## config.mk

```make
export PLATFORM = sky130hd
export DESIGN_NAME = cp0_timer_exc_flat
export DESIGN_NICKNAME = d
export VERILOG_FILES = /design/src/rtl/cp0_timer_exc_if.sv /design/src/rtl/cp0_timer_exc.sv /design/src/flat_wrapper.sv
export SDC_FILE = /design/constraint.sdc
export NUM_CORES = 1
export LEC_CHECK = 0
export CORE_UTILIZATION = 53
export CTS_BUF_LIST = sky130_fd_sc_hd__clkbuf_8
export DETAILED_ROUTE_END_ITERATION = 10
export HOLD_SLACK_MARGIN = 0.15
export PLACE_DENSITY = 0.9
export SLEW_MARGIN = 10
export SYNTH_ARGS = -nofsm -noshare
export SYNTH_HDL_FRONTEND = slang
export SYNTH_SLANG_ARGS = --single-unit
```

## constraint.sdc

```tcl
create_clock -name clk -period 6.4 [get_ports clk]
set_clock_uncertainty 0.15 [all_clocks]
set_input_delay 0.96 -clock clk [delete_from_list [all_inputs] [get_ports clk]]
set_output_delay 0.96 -clock clk [all_outputs]
set_load 0.02 [all_outputs]
```

## src/rtl/cp0_timer_exc_if.sv

```systemverilog
// Pipeline <-> CP0 bus: mtc0/mfc0 access, exception/interrupt reporting, eret and redirect.
// The pipeline side is the master, CP0 is the slave.
interface cp0_timer_exc_if #(
  parameter int N_HWINT = 5
) ();
  logic               we;
  logic [4:0]         r_reg;
  logic [31:0]        data_in;
  logic [31:0]        data_out;
  logic               exc_valid;
  logic [4:0]         exc_code;
  logic [31:0]        exc_pc;
  logic               exc_bd;
  logic [31:0]        exc_badvaddr;
  logic [31:0]        int_pc;
  logic               int_bd;
  logic               int_pc_valid;
  logic               eret;
  logic [N_HWINT-1:0] int_;
  logic               INT;
  logic               exc_take;
  logic [31:0]        exc_vector;
  logic [31:0]        eret_pc;
  logic [31:0]        STATUS_out;
  logic [31:0]        CAUSE_out;
  logic [31:0]        EPC_out;

  modport master (
    output we, r_reg, data_in, exc_valid, exc_code, exc_pc, exc_bd, exc_badvaddr,
           int_pc, int_bd, int_pc_valid, eret, int_,
    input  data_out, INT, exc_take, exc_vector, eret_pc, STATUS_out, CAUSE_out, EPC_out
  );

  modport slave (
    input  we, r_reg, data_in, exc_valid, exc_code, exc_pc, exc_bd, exc_badvaddr,
           int_pc, int_bd, int_pc_valid, eret, int_,
    output data_out, INT, exc_take, exc_vector, eret_pc, STATUS_out, CAUSE_out, EPC_out
  );
endinterface

```

## src/rtl/cp0_timer_exc.sv

```systemverilog
// MIPS coprocessor 0: Count/Compare timer, Status/Cause/EPC/BadVAddr, interrupt
// synchronisation and exception-over-interrupt prioritisation with redirect vector.
module cp0_timer_exc #(
  parameter int          N_HWINT     = 5,
  parameter int          TIMER_DIV   = 2,
  parameter logic [31:0] EXC_BASE    = 32'h8000_0000,
  parameter int          SYNC_STAGES = 2
) (
  input logic            clk,
  input logic            rst,
  cp0_timer_exc_if.slave bus
);
  localparam logic [7:0] PRESCALE_LAST = 8'(TIMER_DIV - 1);

  logic [31:0]        r_status;
  logic               r_cause_bd;
  logic               r_ip7;
  logic [4:0]         r_ip_hw;
  logic [1:0]         r_sw_ip;
  logic [4:0]         r_exc_code;
  logic [31:0]        r_epc;
  logic [31:0]        r_badvaddr;
  logic [31:0]        r_count;
  logic [31:0]        r_compare;
  logic [7:0]         r_prescale;
  logic               r_match;
  logic [N_HWINT-1:0] r_sync [SYNC_STAGES];

  logic        w_ie, w_exl, w_erl, w_bev, w_cause_iv;
  logic [7:0]  w_im, w_ip;
  logic [31:0] w_cause;
  logic        w_int, w_is_int, w_take, w_eret, w_tick, w_ev_bd;
  logic [31:0] w_ev_pc, w_count_inc, w_rdata;
  logic [4:0]  w_sync_ext;
  logic        w_wr_count, w_wr_compare, w_wr_status, w_wr_cause, w_wr_epc;

  assign w_ie   = r_status[0];
  assign w_exl  = r_status[1];
  assign w_erl  = r_status[2];
  assign w_im   = r_status[15:8];
  assign w_bev  = r_status[22];
  // IV is not writable by mtc0 and no hardware event sets it, so it reads 0.
  assign w_cause_iv = 1'b0;

  assign w_ip    = {r_ip7, r_ip_hw, r_sw_ip};
  assign w_cause = {r_cause_bd, 7'b0, w_cause_iv, 7'b0, w_ip, 1'b0, r_exc_code, 2'b00};

  assign w_int    = (|(w_ip & w_im)) & w_ie & ~w_exl & ~w_erl;
  assign w_is_int = ~bus.exc_valid & w_int & bus.int_pc_valid;
  assign w_take   = bus.exc_valid | w_is_int;
  assign w_eret   = bus.eret & ~w_take;
  assign w_ev_pc  = bus.exc_valid ? bus.exc_pc : bus.int_pc;
  assign w_ev_bd  = bus.exc_valid ? bus.exc_bd : bus.int_bd;

  assign w_tick      = (r_prescale == PRESCALE_LAST);
  assign w_count_inc = r_count + 32'd1;
  assign w_sync_ext  = 5'(r_sync[SYNC_STAGES-1]);

  assign w_wr_count   = bus.we && (bus.r_reg == 5'd9);
  assign w_wr_compare = bus.we && (bus.r_reg == 5'd11);
  assign w_wr_status  = bus.we && (bus.r_reg == 5'd12);
  assign w_wr_cause   = bus.we && (bus.r_reg == 5'd13);
  assign w_wr_epc     = bus.we && (bus.r_reg == 5'd14);

  // NOTE: w_rdata gets a default before the case so no latch is inferred for unmapped numbers.
  always_comb begin
    w_rdata = '0;
    case (bus.r_reg)
      5'd8:    w_rdata = r_badvaddr;
      5'd9:    w_rdata = r_count;
      5'd11:   w_rdata = r_compare;
      5'd12:   w_rdata = r_status;
      5'd13:   w_rdata = w_cause;
      5'd14:   w_rdata = r_epc;
      default: w_rdata = '0;
    endcase
  end

  assign bus.data_out   = w_rdata;
  assign bus.INT        = w_int;
  assign bus.exc_take   = w_take;
  assign bus.exc_vector = w_bev                     ? 32'hBFC0_0380 :
                          (w_is_int && w_cause_iv)  ? EXC_BASE + 32'h200 :
                                                      EXC_BASE + 32'h180;
  assign bus.eret_pc    = r_epc;
  assign bus.STATUS_out = r_status;
  assign bus.CAUSE_out  = w_cause;
  assign bus.EPC_out    = r_epc;

  always_ff @(posedge clk) begin
    if (rst) begin
      r_status   <= 32'h0040_0004;
      r_cause_bd <= 1'b0;
      r_ip7      <= 1'b0;
      r_ip_hw    <= '0;
      r_sw_ip    <= '0;
      r_exc_code <= '0;
      r_epc      <= '0;
      r_badvaddr <= '0;
      r_count    <= '0;
      r_compare  <= 32'hFFFF_FFFF;
      r_prescale <= '0;
      r_match    <= 1'b0;
      for (int s = 0; s < SYNC_STAGES; s++) r_sync[s] <= '0;
    end else begin
      r_sync[0] <= bus.int_;
      for (int s = 1; s < SYNC_STAGES; s++) r_sync[s] <= r_sync[s-1];
      r_ip_hw <= w_sync_ext;

      // A match is flagged on the incrementing edge and lands in IP7 one edge later.
      r_match <= w_tick && !w_wr_count && (w_count_inc == r_compare);
      if (w_wr_count) begin
        r_count    <= bus.data_in;
        r_prescale <= '0;
      end else if (w_tick) begin
        r_count    <= w_count_inc;
        r_prescale <= '0;
      end else begin
        r_prescale <= r_prescale + 8'd1;
      end

      if (w_wr_compare) r_compare <= bus.data_in;
      if (r_match)           r_ip7 <= 1'b1;
      else if (w_wr_compare) r_ip7 <= 1'b0;

      // NOTE: the hardware updates below are written after the mtc0 loads; of two
      // non-blocking assignments to the same bit in one block, the later one wins.
      if (w_wr_status) r_status   <= bus.data_in;
      if (w_wr_cause)  r_sw_ip    <= bus.data_in[9:8];
      if (w_wr_epc)    r_epc      <= bus.data_in;

      if (w_take) begin
        r_status[1] <= 1'b1;
        r_exc_code  <= w_is_int ? 5'd0 : bus.exc_code;
        if (!w_exl) begin
          r_epc      <= w_ev_bd ? w_ev_pc - 32'd4 : w_ev_pc;
          r_cause_bd <= w_ev_bd;
        end
        if (bus.exc_valid && (bus.exc_code == 5'd4 || bus.exc_code == 5'd5))
          r_badvaddr <= bus.exc_badvaddr;
      end else if (w_eret) begin
        if (w_erl) r_status[2] <= 1'b0;
        else       r_status[1] <= 1'b0;
      end
    end
  end
endmodule

```

## src/flat_wrapper.sv

```systemverilog
// flat-port wrapper written by rule: the top's interface ports become plain ports
module cp0_timer_exc_flat 
#(
  parameter int          N_HWINT     = 5,
  parameter int          TIMER_DIV   = 2,
  parameter logic [31:0] EXC_BASE    = 32'h8000_0000,
  parameter int          SYNC_STAGES = 2
)
  (clk, rst, bus_we, bus_r_reg, bus_data_in, bus_exc_valid, bus_exc_code, bus_exc_pc, bus_exc_bd, bus_exc_badvaddr, bus_int_pc, bus_int_bd, bus_int_pc_valid, bus_eret, bus_int_, bus_data_out, bus_INT, bus_exc_take, bus_exc_vector, bus_eret_pc, bus_STATUS_out, bus_CAUSE_out, bus_EPC_out);
  cp0_timer_exc_if #(.N_HWINT(N_HWINT)) bus_i ();
  input logic clk;
  input logic rst;
  input wire logic [$bits(bus_i.we)-1:0] bus_we;
  input wire logic [$bits(bus_i.r_reg)-1:0] bus_r_reg;
  input wire logic [$bits(bus_i.data_in)-1:0] bus_data_in;
  input wire logic [$bits(bus_i.exc_valid)-1:0] bus_exc_valid;
  input wire logic [$bits(bus_i.exc_code)-1:0] bus_exc_code;
  input wire logic [$bits(bus_i.exc_pc)-1:0] bus_exc_pc;
  input wire logic [$bits(bus_i.exc_bd)-1:0] bus_exc_bd;
  input wire logic [$bits(bus_i.exc_badvaddr)-1:0] bus_exc_badvaddr;
  input wire logic [$bits(bus_i.int_pc)-1:0] bus_int_pc;
  input wire logic [$bits(bus_i.int_bd)-1:0] bus_int_bd;
  input wire logic [$bits(bus_i.int_pc_valid)-1:0] bus_int_pc_valid;
  input wire logic [$bits(bus_i.eret)-1:0] bus_eret;
  input wire logic [$bits(bus_i.int_)-1:0] bus_int_;
  output wire logic [$bits(bus_i.data_out)-1:0] bus_data_out;
  output wire logic [$bits(bus_i.INT)-1:0] bus_INT;
  output wire logic [$bits(bus_i.exc_take)-1:0] bus_exc_take;
  output wire logic [$bits(bus_i.exc_vector)-1:0] bus_exc_vector;
  output wire logic [$bits(bus_i.eret_pc)-1:0] bus_eret_pc;
  output wire logic [$bits(bus_i.STATUS_out)-1:0] bus_STATUS_out;
  output wire logic [$bits(bus_i.CAUSE_out)-1:0] bus_CAUSE_out;
  output wire logic [$bits(bus_i.EPC_out)-1:0] bus_EPC_out;
  assign bus_i.we = bus_we;
  assign bus_i.r_reg = bus_r_reg;
  assign bus_i.data_in = bus_data_in;
  assign bus_i.exc_valid = bus_exc_valid;
  assign bus_i.exc_code = bus_exc_code;
  assign bus_i.exc_pc = bus_exc_pc;
  assign bus_i.exc_bd = bus_exc_bd;
  assign bus_i.exc_badvaddr = bus_exc_badvaddr;
  assign bus_i.int_pc = bus_int_pc;
  assign bus_i.int_bd = bus_int_bd;
  assign bus_i.int_pc_valid = bus_int_pc_valid;
  assign bus_i.eret = bus_eret;
  assign bus_i.int_ = bus_int_;
  assign bus_data_out = bus_i.data_out;
  assign bus_INT = bus_i.INT;
  assign bus_exc_take = bus_i.exc_take;
  assign bus_exc_vector = bus_i.exc_vector;
  assign bus_eret_pc = bus_i.eret_pc;
  assign bus_STATUS_out = bus_i.STATUS_out;
  assign bus_CAUSE_out = bus_i.CAUSE_out;
  assign bus_EPC_out = bus_i.EPC_out;
  cp0_timer_exc #(.N_HWINT(N_HWINT), .TIMER_DIV(TIMER_DIV), .EXC_BASE(EXC_BASE), .SYNC_STAGES(SYNC_STAGES)) u_core (.clk(clk), .rst(rst), .bus(bus_i));
endmodule
```

* Yosys cells after proc, flatten, opt, wreduce, memory -nomap -nowiden
Memories as Yosys holds them, arrays and structs flattened. A register that Yosys moved wholly into a read port is not among the register bits.
Cells that the tools add are included.
** Operators by class
- Add/subtract/negate cells :: 3
- Equal/unequal tests :: 10
- Mux-type cells :: 24
- Bitwise logic cells :: 14
- Reduce and logical (&&, ||, !) cells :: 16
** Operators with widths (count)
- $mux 32 :: 7
- $pmux 32 s6 :: 1
- $add 32x1->32 const B :: 1
- $eq 32x32->1 :: 1
- $sub 32x3->32 const B :: 1
- $eq 5x4->1 const B :: 6
- $mux 30 :: 1
- $mux 5 :: 3
- $eq 5x3->1 const B :: 2
- $mux 1 :: 10
- $add 8x1->8 const B :: 1
- $and 8x8->8 :: 1
- $eq 8x1->1 const B :: 1
- $logic_and 1x1->1 :: 8
- $reduce_or 8->1 :: 1
- $and 1x1->1 :: 6
- $not 1->1 :: 4
- $reduce_and 2->1 :: 2
- $reduce_bool 2->1 :: 2
- $mux 3 :: 1
- $or 1x1->1 :: 3
- $reduce_or 3->1 :: 1
- $mux 2 :: 1
- $logic_not 1->1 :: 1
- $logic_or 1x1->1 :: 1
** Storage, ports and cells
- Bits in registers :: 178
- Memory bits (writable) :: 10
- Input bits :: 151
- Output and inout bits :: 194
- Logic and storage cells :: 80
- Memories kept :: 1
** Memories
- u_core.r_sync :: depth 2, width 5, rd ports 2, clocked after Yosys merged registers in 1, wr ports 2, line cp0_timer_exc.sv:27 : logic [N_HWINT-1:0] r_sync [SYNC_STAGES];

* Logic depth before layout (Yosys ltp)
Gate-level depths: netlist of the first run.
- Depth after elaboration :: 12
- Depth in mapped cells :: 13
- Gate-level depth less buffers :: 9

* Worst setup path after synthesis of the first run
Ideal clock, no wire load.
- Kind :: in2reg
- Start :: in bus_exc_valid
- End :: reg u_core.r_epc[24], in the netlist u_core.bus.EPC_out[24]
- Setup time :: 0.122 ns
- Data arrival time :: 3.359 ns
- Data required time :: 6.128 ns
- Path slack :: 2.769 ns
- Stages on the path :: 11
- Buffers on the path :: 4
- Path through :: buf_4 -> buf_4 -> buf_2 -> buf_4 -> mux2i_1 -> ha_1 -> o21ai_0 -> nor4_1 -> nor4bb_1 -> xor2_1 -> o311a_1
** Between the ends
- Word-level cells in the longest chain between the ends :: 5
- Elaborated cells between the ends (all ways) :: 10
- Those cells by class :: add/sub: 1; mux: 5; bitwise: 4
** RTL lines
- start, declared :: line flat_wrapper.sv:16 : input wire logic [$bits(bus_i.exc_valid)-1:0] bus_exc_valid;
- $mux 32 or $not 1->1 (tied branches) :: line cp0_timer_exc.sv:52, cp0_timer_exc.sv:49
- $sub 32x3->32 or $and 1x1->1 (tied branches) :: line cp0_timer_exc.sv:136, cp0_timer_exc.sv:49
- $mux 32 or $and 1x1->1 (tied branches) :: line cp0_timer_exc.sv:136, cp0_timer_exc.sv:49
- $mux 32 or $or 1x1->1 (tied branches) :: line cp0_timer_exc.sv:135, cp0_timer_exc.sv:50
- $mux 32 (*) :: line cp0_timer_exc.sv:132 : if (w_take) begin
- end signal, assigned :: line cp0_timer_exc.sv:130 : if (w_wr_epc) r_epc <= bus.data_in;
- end signal, assigned :: line cp0_timer_exc.sv:136 : r_epc <= w_ev_bd ? w_ev_pc - 32'd4 : w_ev_pc;
- end, declared :: line cp0_timer_exc.sv:21 : logic [31:0] r_epc;
Every way passes the cells marked *; elsewhere a longest branch is shown, timed or not.
A chain may end at the register's enable or synchronous reset.

* Worst setup path after layout of the first run
- Start :: in bus_r_reg[3]
- End :: out bus_data_out[20]
** Between the ends
- Word-level cells in the longest chain between the ends :: 2
- Elaborated cells between the ends (all ways) :: 7
- Those cells by class :: eq/ne: 6; mux: 1
** RTL lines
- start, declared :: line flat_wrapper.sv:14 : input wire logic [$bits(bus_i.r_reg)-1:0] bus_r_reg;
- $eq 5x4->1 :: line cp0_timer_exc.sv:68 : case (bus.r_reg)
- $pmux 32 s6 (*) :: line cp0_timer_exc.sv:68
- end, declared :: line flat_wrapper.sv:26 : output wire logic [$bits(bus_i.data_out)-1:0] bus_data_out;
Marked as above.

==> impl_metrics.tcl, run 1 <==
set metrics [dict create \
    grt_max_degree 95 \
    grt_usage 0.386 \
    grt_overflow_total 0 \
    synth_top_flop_cell "dfxtp_1" \
    avgRoutedWirePerCell_um 22.5 \
    clk_latency_ns 0.49 \
    multi_input_area_um2 6680 \
    r2r_start "u_core.r_count[0]" \
    ys_warn_count 0 \
    hold_violations 0 \
    worstHoldPathType "register to register" \
    cts.sinks 193 \
    cts_resized 0 \
    syn_area_um2 11600 \
    required_ns 5.29 \
    timing.final.crit_share 0.790 \
    layout_common_cells "301 x clkdlybuf4s50_1, 268 x nand2_1, 193 x dfxtp_1" \
    mostFrequentLayoutCell "clkdlybuf4s50_1" \
    crit_path_cell_trace "clkdlybuf4s50_1 > or3b_2 > nor2_2 > buf_4 > a222oi_1 > nand2_1 > clkdlybuf4s50_1" \
    drv_slew 0 \
    start_util 0.544 \
    layout-drive-gt1-share 0.0520 \
    path_class "input pin to output pin" \
    numCtsBuffers 17 \
    gp_congestion 1.02 \
    vias 12000 \
    hold_buffers 0 \
    syn_to_final_growth_pct 25.8 \
    synth_area_leader_cell "dfxtp_1" \
    hp-start "u_core.r_sync[0][2]" \
    final_nets 1815 \
    rsz0062_at_grt "no" \
    drc_errors 0 \
    ios 345 \
    start_kind "input pin" \
    critPathMostFrequentCell "clkdlybuf4s50_1" \
    synthCells 1482 \
    power.density_nw_per_um2 186 \
    p_leak_nw 5.11 \
    setup_tns_ns 0 \
    synth_area_leaders "dfxtp_1 33%, nand2_1 8.7%, buf_4 5.8%" \
    reg2reg_slack_ns 2.84 \
    path_max_fanout 20 \
    holdPathStages 1 \
    grt_antenna_before_repair 4 \
    cp.arrival_ns 3.95 \
    vdd_drop_max_uv 114 \
    die_y_um 150 \
    pre_cts_ws_ns 1.37 \
    first_pass_iters 5 \
    reg2regPathDepth 8 \
    root_buffer "clkbuf_8" \
    finalWirelength_um 43900 \
    tightest_slew_ns 1.17 \
    async_flop_share 0 \
    num_rows 53 \
    grt_pass1_vias 11000 \
    regArea_um2 3860 \
    synth_edf_count 0 \
    fin_crit_ns 5.06 \
    hold_end "u_core.r_sync[1][2]" \
    yosysSeqAreaShare 0.334 \
    slowest_delay_ns 0.78 \
    coreArea_um2 21200 \
    slew_headroom 0.221 \
    cp-end-kind "output pin" \
    grt_pass1_wl_um 64900 \
    ys_types 76 \
    status "finished clean" \
    fillerInstances 1816 \
    fmax_mhz 198 \
    ys_ff_latch 193 \
    initialDrtViolationCount 1223 \
    hold_slack_ns 0.300 \
    vias_per_cell 6.15 \
    reg2reg_to "u_core.r_match" \
    cts.reportedPaths.clkPinSlew_ns 0.11 \
    setup_viol 0 \
    synth_top_area_frac 0.334 \
    power.total_w 0.00270 \
    hpwl_um 33400 \
    setup_slack_ns 1.34 \
    fp.dieW_um 150 \
    port_buffers 303 \
    postSynthAreaPerCell_um2 7.79 \
    post-cts-setup-buffers 0 \
    cts_max_level 4 \
    cts_buffer_depth 2 \
    dp_cells 1916 \
    drv_cap 0 \
    path_buf_inv 3 \
    slowest_stage "nor2_2" \
    cts_tree "done" \
    fp.dieArea_um2 22400 \
    fin_cells 1952 \
    ant_nets 0 \
    critPathTopFamily "buffers and inverters" \
]
how the worst max path moves through the flow:
stage,from,endpoint,slack (ns),cells after the start
2_1_floorplan,bus_exc_valid,u_core.bus.EPC_out[24],2.77,11
3_3_place_gp,bus_r_reg[3],bus_data_out[27],1.41,7
3_5_place_dp,bus_r_reg[3],bus_data_out[27],1.37,7
4_1_cts,bus_r_reg[3],bus_data_out[27],1.37,7
5_1_grt,bus_r_reg[3],bus_data_out[23],1.23,7
6_report,bus_r_reg[3],bus_data_out[20],1.34,7
state kept, by name, indices dropped and copies added, names as in the netlist:
register / cells
u_core.r_exc_code: 5
u_core.bus.STATUS_out: 32
u_core.r_ip7: 1
u_core.r_match: 1
u_core.r_sync: 10
u_core.bus.EPC_out: 32
u_core.r_prescale: 8
u_core.r_ip_hw: 5
u_core.r_sw_ip: 2
u_core.r_cause_bd: 1
u_core.r_count: 32
u_core.r_compare: 32
u_core.r_badvaddr: 32
cell type report:
type	count	area share
Multi-Input combinational cell	1118	0.459
Sequential cell	193	0.266
Clock inverter	15	0.0147
Inverter	10	0.00258
Clock buffer	17	0.0161
Timing Repair Buffer	320	0.217
Tap cell	275	0.0237
Antenna cell	4	0.000689
layer usage:
layer	track usage	up-vias	part of all wire
met5	0	-	0
met4	0.163	0	0.036
met3	0.0841	96	0.11
met2	0.589	722	0.44
met1	0.522	5716	0.41
li1	-	5468	-
power by group:
| part | internal, W | switching [W] |
|---|---|---|
| Combinational | 0.000236 | 0.000278 |
| Sequential | 0.00124 | 0.0000697 |
| Clock | 0.000375 | 0.000507 |
| Total | 0.00185 | 0.000855 |
stage by stage:
step           area, um2   util
2_1_floorplan      11700      -
3_3_place_gp       14100  0.663
4_1_cts            14500  0.684
5_1_grt            14500  0.685
6_report           14500  0.685
3_5_place_dp       14100  0.663
kinds of logic after synthesis:
family | count (synthesis) | share of synthesized area
and+or+nand+nor | 641 | 0.267
xor gates and xnor gates | 110 | 0.0834
muxes | 37 | 0.0334
adders and majority gates | 4 | 0.00433
AOI/OAI and AO/OA | 285 | 0.174
other | 2 | 0.000650
DFF | 193 | 0.334
buffers and inverters | 210 | 0.103
Yosys cell counts, drive strengths merged, types with 22 or more instances:
| cell | n |
|---|---|
| nand3 | 73 |
| xor2 | 48 |
| nand3b | 37 |
| nor2 | 105 |
| a22oi | 65 |
| mux2i | 34 |
| nor3 | 35 |
| buf | 113 |
| xnor2 | 62 |
| a311oi | 22 |
| clkbuf | 87 |
| a21oi | 93 |
| a211oi | 38 |
| dfxtp | 193 |
| nand2 | 269 |
Power figures use the tool's default switching activity.
==> run 2, diff against run 1 <==
Settings changed: CORE_UTILIZATION 53 to 45, PLACE_DENSITY 0.9 to 0.81.
Clock period 6.4 ns to 4.3 ns, I/O delays scaled along.
==> run 2 against run 1 <==
Net effect:
- cell count up 3.0%
- sequential power up 48%
- largest power group unchanged
- power up 46%
- first-iteration DRC count up 20%
- non-clock buffer count up 6
- worst hold slack better by 0.0015 ns
- count of clock-buffer cells in the layout unchanged
- register-to-register slack worse by 2.1 ns
- via count up 0.57%
- highest routed layer unchanged
- largest cell class unchanged
- global-route usage down 5.3 points
==> impl_metrics.tcl, run 2 (synthesis results as in run 1) <==
set metrics [dict create \
    port_buffers 303 \
    cts_resized 0 \
    cts_buffer_depth 2 \
    grt_pass1_wl_um 66300 \
    worstHoldPathType "input pin to register" \
    cts_max_level 4 \
    setup_tns_ns 0 \
    ios 345 \
    hold_slack_ns 0.301 \
    ant_nets 0 \
    mostFrequentLayoutCell "clkdlybuf4s50_1" \
    first_pass_iters 7 \
    hold_buffers 0 \
    vias_per_cell 6.00 \
    path_buf_inv 3 \
    fin_crit_ns 4.00 \
    drv_slew 0 \
    setup_viol 0 \
    timing.final.crit_share 0.931 \
    required_ns 3.50 \
    cp-end-kind "output pin" \
    path_max_fanout 20 \
    cts_tree "done" \
    tightest_slew_ns 1.01 \
    drc_errors 0 \
    grt_util_met3 0.0664 \
    fin_cells 2010 \
    root_buffer "clkbuf_8" \
    numCtsBuffers 17 \
    initialDrtViolationCount 1463 \
    slowest_stage "clkdlybuf4s50_1" \
    slowest_delay_ns 0.60 \
    start_util 0.459 \
    vias 12100 \
    layout_common_cells "301 x clkdlybuf4s50_1, 268 x nand2_1, 193 x dfxtp_1" \
    grt_overflow_total 0 \
    fin_area_um2 14700 \
    start_kind "input pin" \
    grt_usage 0.333 \
    grt_pass1_vias 11000 \
    vdd_drop_max_uv 179 \
    grtUsageMet2 0.512 \
    critPathTopFamily "buffers and inverters" \
    hold_violations 0 \
    critPathMostFrequentCell "clkdlybuf4s50_1" \
    final_nets 1821 \
    clk_latency_ns 0.50 \
    rsz0062_at_grt "no" \
    post-cts-setup-buffers 0 \
    slew_headroom 0.326 \
    hpwl_um 33900 \
    dp_cells 1977 \
    use_met1 0.454 \
    cts.reportedPaths.clkPinSlew_ns 0.10 \
    cp.arrival_ns 3.21 \
    gp_congestion 0.985 \
    path_class "input pin to output pin" \
    status "finished clean" \
    coreArea_um2 25200 \
    finalWirelength_um 44600 \
    grt_antenna_before_repair 2 \
    die_y_um 162 \
    avgRoutedWirePerCell_um 22.2 \
    num_rows 58 \
    top_usage_layer "met2" \
    fmax_mhz 250 \
    cts.sinks 193 \
    power.density_nw_per_um2 269 \
    crit_path_cell_trace "clkdlybuf4s50_1 > or3b_2 > nor2_4 > buf_12 > a22oi_1 > nand2_1 > clkdlybuf4s50_1" \
    fp.dieArea_um2 26300 \
    layout-drive-gt1-share 0.0554 \
    syn_to_final_growth_pct 27.2 \
    drv_cap 0 \
    grt_max_degree 186 \
    dpl_cell_area_um2 14300 \
    fp.dieW_um 162 \
    p_leak_nw 5.14 \
]
run 2: area by class of cell:
class,instances,area [um2]
clock inverter,15,188
tap,330,413
fill,2313,10500
inverter,10,37.5
multi-input combinational,1118,6680
sequential,193,3860
clock buffer,17,234
antenna,1,2.50
timing repair buffer,326,3270
run 2: power by group:
| group | leakage, nW | switching [W] | internal, W | total (W) |
|---|---|---|---|---|
| clock | 0.204 | 0.000791 | 0.000446 | 0.00124 |
| combinational | 3.37 | 0.000417 | 0.000357 | 0.000774 |
| sequential | 1.57 | 0.000101 | 0.00184 | 0.00194 |
| total | 5.14 | 0.00131 | 0.00265 | 0.00396 |
run 2: final timing paths:
path / startpoint / slack [ns] / endpoint / depth (start not counted)
setup / recovery: bus_r_reg[3] / 0.30 / bus_data_out[24] / 7
hold / removal: rst / 0.30 / u_core.r_compare[1] / 2
setup reg to reg: u_core.r_count[0] / 0.79 / u_core.r_match / 8
hold reg to reg: u_core.r_sync[1][4] / 0.30 / u_core.r_ip_hw[4] / 1
run 2: through the flow:
step	util	total power, W	setup WS (ns)
3_5_place_dp	0.566	0.00274	0.0429
6_report	0.583	0.00396	0.299
3_3_place_gp	0.566	0.00274	0.0337
5_1_grt	0.583	0.00408	0.219
2_1_floorplan	-	0.00238	0.984
4_1_cts	0.583	0.00395	0.0366
run 2: metal layers:
| layer | part of all wire | vias up | wire [um] |
|---|---|---|---|
| met5 | 0 | - | 0 |
| met4 | 0.035 | 0 | 1540 |
| met3 | 0.11 | 108 | 5120 |
| met2 | 0.45 | 806 | 20000 |
| met1 | 0.40 | 5667 | 17900 |
| li1 | - | 5489 | - |
